<file path="src/rtl/gpio_in_debounce_irq.sv">
// Pad input conditioning: per-bit synchroniser, debounce filter, edge-to-status capture with W1C clear and one level irq.
// Pad step reaches gpio_in_sync after SYNC_STAGES+DEBOUNCE_CYCLES cycles; the register slave has no backpressure.
module gpio_in_debounce_irq #(
  parameter int WIDTH           = 32,
  parameter int SYNC_STAGES     = 2,
  parameter int DEBOUNCE_CYCLES = 16
) (
  input  logic             clk,
  input  logic             reset,
  input  logic [WIDTH-1:0] pad_in,
  input  logic             we,
  input  logic             re,
  input  logic [3:0]       addr,
  input  logic [31:0]      wdata,
  output logic [31:0]      rdata,
  output logic [WIDTH-1:0] gpio_in_sync,
  output logic             irq
);

  localparam int             CW      = $clog2(DEBOUNCE_CYCLES) + 1;
  localparam logic [CW-1:0]  CNT_MAX = CW'(DEBOUNCE_CYCLES - 1);

  localparam logic [3:0] A_RISE_EN = 4'h0;
  localparam logic [3:0] A_FALL_EN = 4'h4;
  localparam logic [3:0] A_STATUS  = 4'h8;
  localparam logic [3:0] A_LEVEL   = 4'hC;

  logic [WIDTH-1:0] r_sync [SYNC_STAGES];
  logic [WIDTH-1:0] r_stable;
  logic [WIDTH-1:0] r_rise_en;
  logic [WIDTH-1:0] r_fall_en;
  logic [WIDTH-1:0] r_status;
  logic             r_irq;

  logic [WIDTH-1:0] w_s;
  logic [WIDTH-1:0] w_diff;
  logic [WIDTH-1:0] w_tog;
  logic [WIDTH-1:0] w_set_r;
  logic [WIDTH-1:0] w_set_f;
  logic [WIDTH-1:0] w_clr;
  logic             w_wr_rise;
  logic             w_wr_fall;
  logic             w_wr_status;

  always_ff @(posedge clk) begin
    if (reset) begin
      for (int k = 0; k < SYNC_STAGES; k++) r_sync[k] <= '0;
    end else begin
      r_sync[0] <= pad_in;
      for (int k = 1; k < SYNC_STAGES; k++) r_sync[k] <= r_sync[k-1];
    end
  end

  assign w_s    = r_sync[SYNC_STAGES-1];
  assign w_diff = w_s ^ r_stable;

  // The counter runs only while the synchronised level disagrees with the accepted one,
  // so any agreeing sample throws away the partial count.
  for (genvar i = 0; i < WIDTH; i++) begin : g_db
    logic [CW-1:0] r_cnt;

    assign w_tog[i] = w_diff[i] && (r_cnt == CNT_MAX);

    always_ff @(posedge clk) begin
      if (reset || !w_diff[i] || w_tog[i]) begin
        r_cnt <= '0;
      end else begin
        r_cnt <= r_cnt + CW'(1);
      end
    end
  end

  always_ff @(posedge clk) begin
    if (reset) begin
      r_stable <= '0;
    end else begin
      r_stable <= r_stable ^ w_tog;
    end
  end

  assign gpio_in_sync = r_stable;

  assign w_wr_rise   = we && (addr == A_RISE_EN);
  assign w_wr_fall   = we && (addr == A_FALL_EN);
  assign w_wr_status = we && (addr == A_STATUS);

  assign w_set_r = w_tog & ~r_stable & r_rise_en;
  assign w_set_f = w_tog &  r_stable & r_fall_en;
  assign w_clr   = w_wr_status ? wdata[WIDTH-1:0] : '0;

  always_ff @(posedge clk) begin
    if (reset) begin
      r_rise_en <= '0;
      r_fall_en <= '0;
    end else begin
      if (w_wr_rise) r_rise_en <= wdata[WIDTH-1:0];
      if (w_wr_fall) r_fall_en <= wdata[WIDTH-1:0];
    end
  end

  // A new edge outranks a same-cycle W1C clear of that bit.
  always_ff @(posedge clk) begin
    if (reset) begin
      r_status <= '0;
      r_irq    <= 1'b0;
    end else begin
      r_status <= (r_status & ~w_clr) | w_set_r | w_set_f;
      r_irq    <= |r_status;
    end
  end

  assign irq = r_irq;

  always_comb begin
    rdata = '0;
    if (re) begin
      case (addr)
        A_RISE_EN: rdata[WIDTH-1:0] = r_rise_en;
        A_FALL_EN: rdata[WIDTH-1:0] = r_fall_en;
        A_STATUS:  rdata[WIDTH-1:0] = r_status;
        A_LEVEL:   rdata[WIDTH-1:0] = r_stable;
        default:   rdata = '0;
      endcase
    end
  end

endmodule

</file>
<file path="config.mk">
export PLATFORM = sky130hd
export DESIGN_NAME = gpio_in_debounce_irq
export DESIGN_NICKNAME = d
export VERILOG_FILES = /design/src/rtl/gpio_in_debounce_irq.sv
export SDC_FILE = /design/constraint.sdc
export NUM_CORES = 1
export LEC_CHECK = 0
export ABC_AREA = 1
export CAP_MARGIN = 20
export CORE_MARGIN = 1
export CORE_UTILIZATION = 25
export DETAILED_ROUTE_END_ITERATION = 8
export MAX_ROUTING_LAYER = met4
export SLEW_MARGIN = 20
export SYNTH_ARGS = -nofsm -noshare
export SYNTH_HDL_FRONTEND = slang
export SYNTH_SLANG_ARGS = --single-unit
</file>
<file path="constraint.sdc">
create_clock -name clk -period 3.25 [get_ports clk]
set_input_delay 0.975 -clock clk [delete_from_list [all_inputs] [get_ports clk]]
set_output_delay 0.975 -clock clk [all_outputs]
set_load 0.01 [all_outputs]
</file>
Word level (Yosys, flattened, before mapping). Memory sizes are Yosys's and may differ from the RTL's. Index checks and enable logic that the tools add are counted.

Bits of input ports: 72. Memories: 1. Output and inout port bits: 65. Register bits after elaboration: 289. Logic and storage cells: 259. Memory bits (writable): 64.

Memory list: r_sync (words 2, width 32, read ports 2, clocked after memory_dff 0, wr ports 2, line 28) `logic [WIDTH-1:0] r_sync [SYNC_STAGES];`.

Bitwise operators: 13. $add $sub $neg: 32. Reduce and logical (&&, ||, !) cells: 133. Equal/unequal tests: 35. Mux-type cells: 8.

Operators by type and width (number): adder 5 x 1 -> 5 bit (second input constant) (32); AND 32 bit (5); == test 5 x 4 -> 1 bit (second input constant) (32); two-way mux 32 bit (4); case mux 32 bit (4 select lines) (1); logical OR 1 bit (64); inverter 32 bit (2); OR 32 bit (2); bitwise XOR 32 bit (2); logical AND 1 bit (35); logical NOT 1 bit (32); OR reduction 32 bit (1); == test 4 bit (second input constant) (2); == test 4 x 3 -> 1 bit (second input constant) (1); logical NOT 4 bit (1); two-way mux 1 bit (3); OR 1 bit (2).

Depth between registers and ports, before layout.
Word-level depth: 7. Mapped depth: 7. Depth with buffers taken out: 7.

Worst setup path before layout. No wires, ideal clock.

Path type: input to output. Start: input port addr[1]. End: output port rdata[1]. Buffers on the path: 2. Stages on the path: 7. Arrival time: 1876 ps. Path slack: 399 ps. Data required time: 2275 ps. Path through: nor2_2 > buf_6 > nand2_2 > clkbuf_1 > o21ai_0 > nor2_1 > nor2_1.

Longest elaborated chain between the ends: 3. Elaborated cells between the ends (all ways): 6. Classes of those cells: 3 x eq/ne; 2 x mux; 1 x reduce/logical.

RTL lines: from (decl) (line 13) `input logic [3:0] addr,`; == test 4 bit, or another cell as far along (line 117) `case (addr)`; case mux 32 bit (4 select lines) * (line 117); two-way mux 32 bit * (line 116) `if (re) begin`; to (decl) (line 15) `output logic [31:0] rdata,`.

Every way passes the cells marked *; elsewhere a longest branch is shown, timed or not.

Worst setup path in the final report.
Start: input port addr[1]. End: output port rdata[13].

Same word-level chain as after synthesis.

==> metrics.md <==
| Metric | Value |
|---|---|
| Status | finished, violations left |
| Violated checks | negative setup slack |
| Synth Cell Area | 14800 sq um |
| Synth warn | 0 |
| RSZ-0062 raised after global routing | true |
| Adder-Cell Fraction of Synth Area | 5.42% |
| Placed cell area | 17200 sq um |
| Fmax | 306 MHz |
| Count leader, synth | nor2_1 |
| Largest family of logic cells by synthesized area | simple AND/OR/NAND/NOR gates |
| Synth area leader | dfxtp_1 |
| Async SR Flop Fraction | 0% |
| Mapped Avg Cell Area | 7.37 sq um |
| Synth unique cells | 25 |
| TritonCTS buffer count | 42 |
| Number of flops mapped to enable cells by yosys | 0 |
| Die area | 60000 sq um |
| Total GRT Usage | 14.0% |
| Max FO, Critical Path | 6 |
| Final period util | 100% |
| Synth Area in Compound Gates | 10.7% |
| Finish-stage setup viols | 3 |
| Worst Path Required | 2270 ps |
| Gpl congestion | 0.766 |
| Post-synthesis mux area share | 0% |
| Utilization after layout | 33.3% |
| Net count, final | 2317 |
| Sequential area share after synthesis | 47.9% |
| Congestion Overflow GR | 0 |
| Post-Route Skew | 19.4 ps |
| Pin slew with the least headroom to its limit | 729 ps |
| Top cells by area, synth | dfxtp_1 (48%), nor2_1 (10%), nand2_1 (7.6%) |
| DRC viols | 0 |
| Fin cells | 2979 |
| Die width | 245 um |
| Htree depth | 2 |
| CTS clk-pin slew, worst paths | 50 ps |
| Reg-to-reg slack, setup | 1800 ps |
| Hold_buf cts | 0 |
| Main flop type after synthesis | dfxtp_1 |
| Initial antenna violation count | 0 |
| Post-route ant nets | 0 |
| Num ports | 137 |
| Die H | 245 um |
| Max-slew violations | 0 |
| Max-cap viol count | 0 |
| Clock root cell | clkbuf_16 |
| Vias in the first global route | 11900 |
| Fin. Hold Viols | 0 |
| Placed insts | 2871 |
| Vias per cell | 4.31 |
| Synth Register Bits | 353 |
| Post-Syn Instances | 2003 |
| Slew HR | 51.4% |
| Worst setup margin | -13.9 ps |
| Critical setup path kind | in -> out |
| Cell Pwr Density | 530 nW/um^2 |
| Cell row count | 88 |
| Worst vdd ir | 0.377 mV |
| Pwr Total | 10200 uW |
| Share of cells above drive strength 1 | 9.22% |
| TritonCTS clock tree | done |
| Worst setup EP type | output pin |
| Leakage | 0.00753 uW |
| Crit path DAT | 2290 ps |
| Later-pin clock latency in the skew report | 560 ps |
| Worst hold-check path type | reg -> reg |
| Synth Area in Simple Gates | 25.9% |
| Synthesis-to-layout area growth | 30.8% |
| Startpoint Class | primary input |
| Fill cells | 6083 |
| First DRT Iteration DRCs | 775 |
| Yosys top cell area share | 47.9% |
| Post-synth top cells | nor2_1 (413), dfxtp_1 (353), nand2_1 (299) |
| Clock sink count | 353 |
| Design area | 19300 sq um |
| Syn nets | 2139 |
| HPWL after DPL | 25200 um |
| Initial Util | 25.5% |
| Port Buffers | 136 |
| DR pass1 iterations | 5 |
| Per-cell routed wire length | 14.0 um |
| Period minus WS final | 3260 ps |
| First-pass GRT wire length | 64000 um |
| Detailed-route via count | 12800 |
| Routed Wire Length | 41800 um |
| Clock buffer depth | 3 |
| Largest net degree at the start of global routing | 131 |
| Core Area | 58000 sq um |
| Post-Synth XOR/XNOR Area | 0.474% |
==> worst max-delay path, cell delays in order <==
cell	delay [ps]
buf_6	100
nor2_4	110
buf_12	120
buf_6	100
nand2_8	120
buf_16	190
buf_12	130
o21ai_2	110
nor2_1	50
nor2_1	120
buf_2	140
==> power by group <==
group / switching (uW) / total (uW) / internal [uW] / leakage (uW)
combinational: 324 / 569 / 245 / 0.00391
clock: 1870 / 5230 / 3360 / 0.000760
sequential: 34.8 / 4430 / 4400 / 0.00286
==> cells by family after synthesis <==
logic type      count (synthesis)
simple gates                  911
compound gates                305
xor+xnor                        8
flops                         353
fa+ha+maj                      64
buf+inv                       362
==> area by class of cell <==
class	count	area [sq um]	area share (%)
Sequential cell	353	7070	36.6
Multi-Input combinational cell	1288	6390	33.1
Timing Repair Buffer	204	2250	11.7
Tap cell	765	957	4.96
Clock inverter	19	357	1.85
Clock buffer	57	1190	6.15
Inverter	292	1100	5.68
Antenna cell	1	2.50	0.0130
==> sequential cells by signal, indices dropped and copies added, names as in the netlist, named ones only <==
name	count
irq	1
g_db.r_cnt	160
r_status	32
r_sync	64
r_fall_en	32
r_rise_en	32
==> timing repair <==
| item | in CTS | in global routing |
|---|---|---|
| pin swaps | 14 | 23 |
| setup endpoints to repair | 32 | 31 |
| resized for setup | 153 | 68 |
| setup buffers | 16 | 5 |
| gates cloned | 7 | 4 |
==> worst paths after layout <==
kind                            depth (start not counted)                to              from
worst max-delay path                                   11         rdata[13]           addr[1]
worst min-delay path                                    2     r_sync[0][48]     r_sync[0][16]
worst max register to register                          7  g_db[5].r_cnt[2]  g_db[5].r_cnt[0]
worst min register to register                          2     r_sync[0][48]     r_sync[0][16]
==> cells in the final DEF, fill, tap and decap left out, types with 3 or more instances in the layout <==
master / n
clkdlybuf4s50_1: 98
o21ai_2: 9
o21ai_0: 116
clkinv_2: 7
a21oi_1: 121
nand3_1: 121
nor2_1: 411
nand3_2: 7
xor2_1: 8
o21ai_1: 34
nor2_4: 3
nand4_1: 33
buf_6: 15
clkbuf_8: 6
inv_1: 287
buf_4: 25
buf_16: 10
bufinv_16: 10
clkbuf_16: 47
nor3b_1: 32
clkbuf_1: 8
o211ai_1: 24
dfxtp_1: 353
nand2_1: 298
inv_2: 3
ha_1: 64
clkbuf_2: 6
buf_2: 27
buf_12: 18
==> stage by stage <==
step | hold WS, ps | TNS (ps) | worst slack [ps]
floorplan | 388 | 0 | 399
global placement | 389 | -20590 | -715
detailed placement | 392 | -20490 | -709
CTS | 401 | -189 | -71.9
global route | 409 | -510 | -105
finish | 399 | -33.7 | -13.9
==> per-layer routing <==
layer / vias up / part of all wire (%) / GRT usage [%]
met4: 0 / 2.0 / 4.47
li1: 6724 / - / -
met5: - / 0 / -
met3: 55 / 5.8 / 2.85
met1: 5766 / 49 / 18.4
met2: 281 / 44 / 21.3
(Power assumes the default switching activity.)
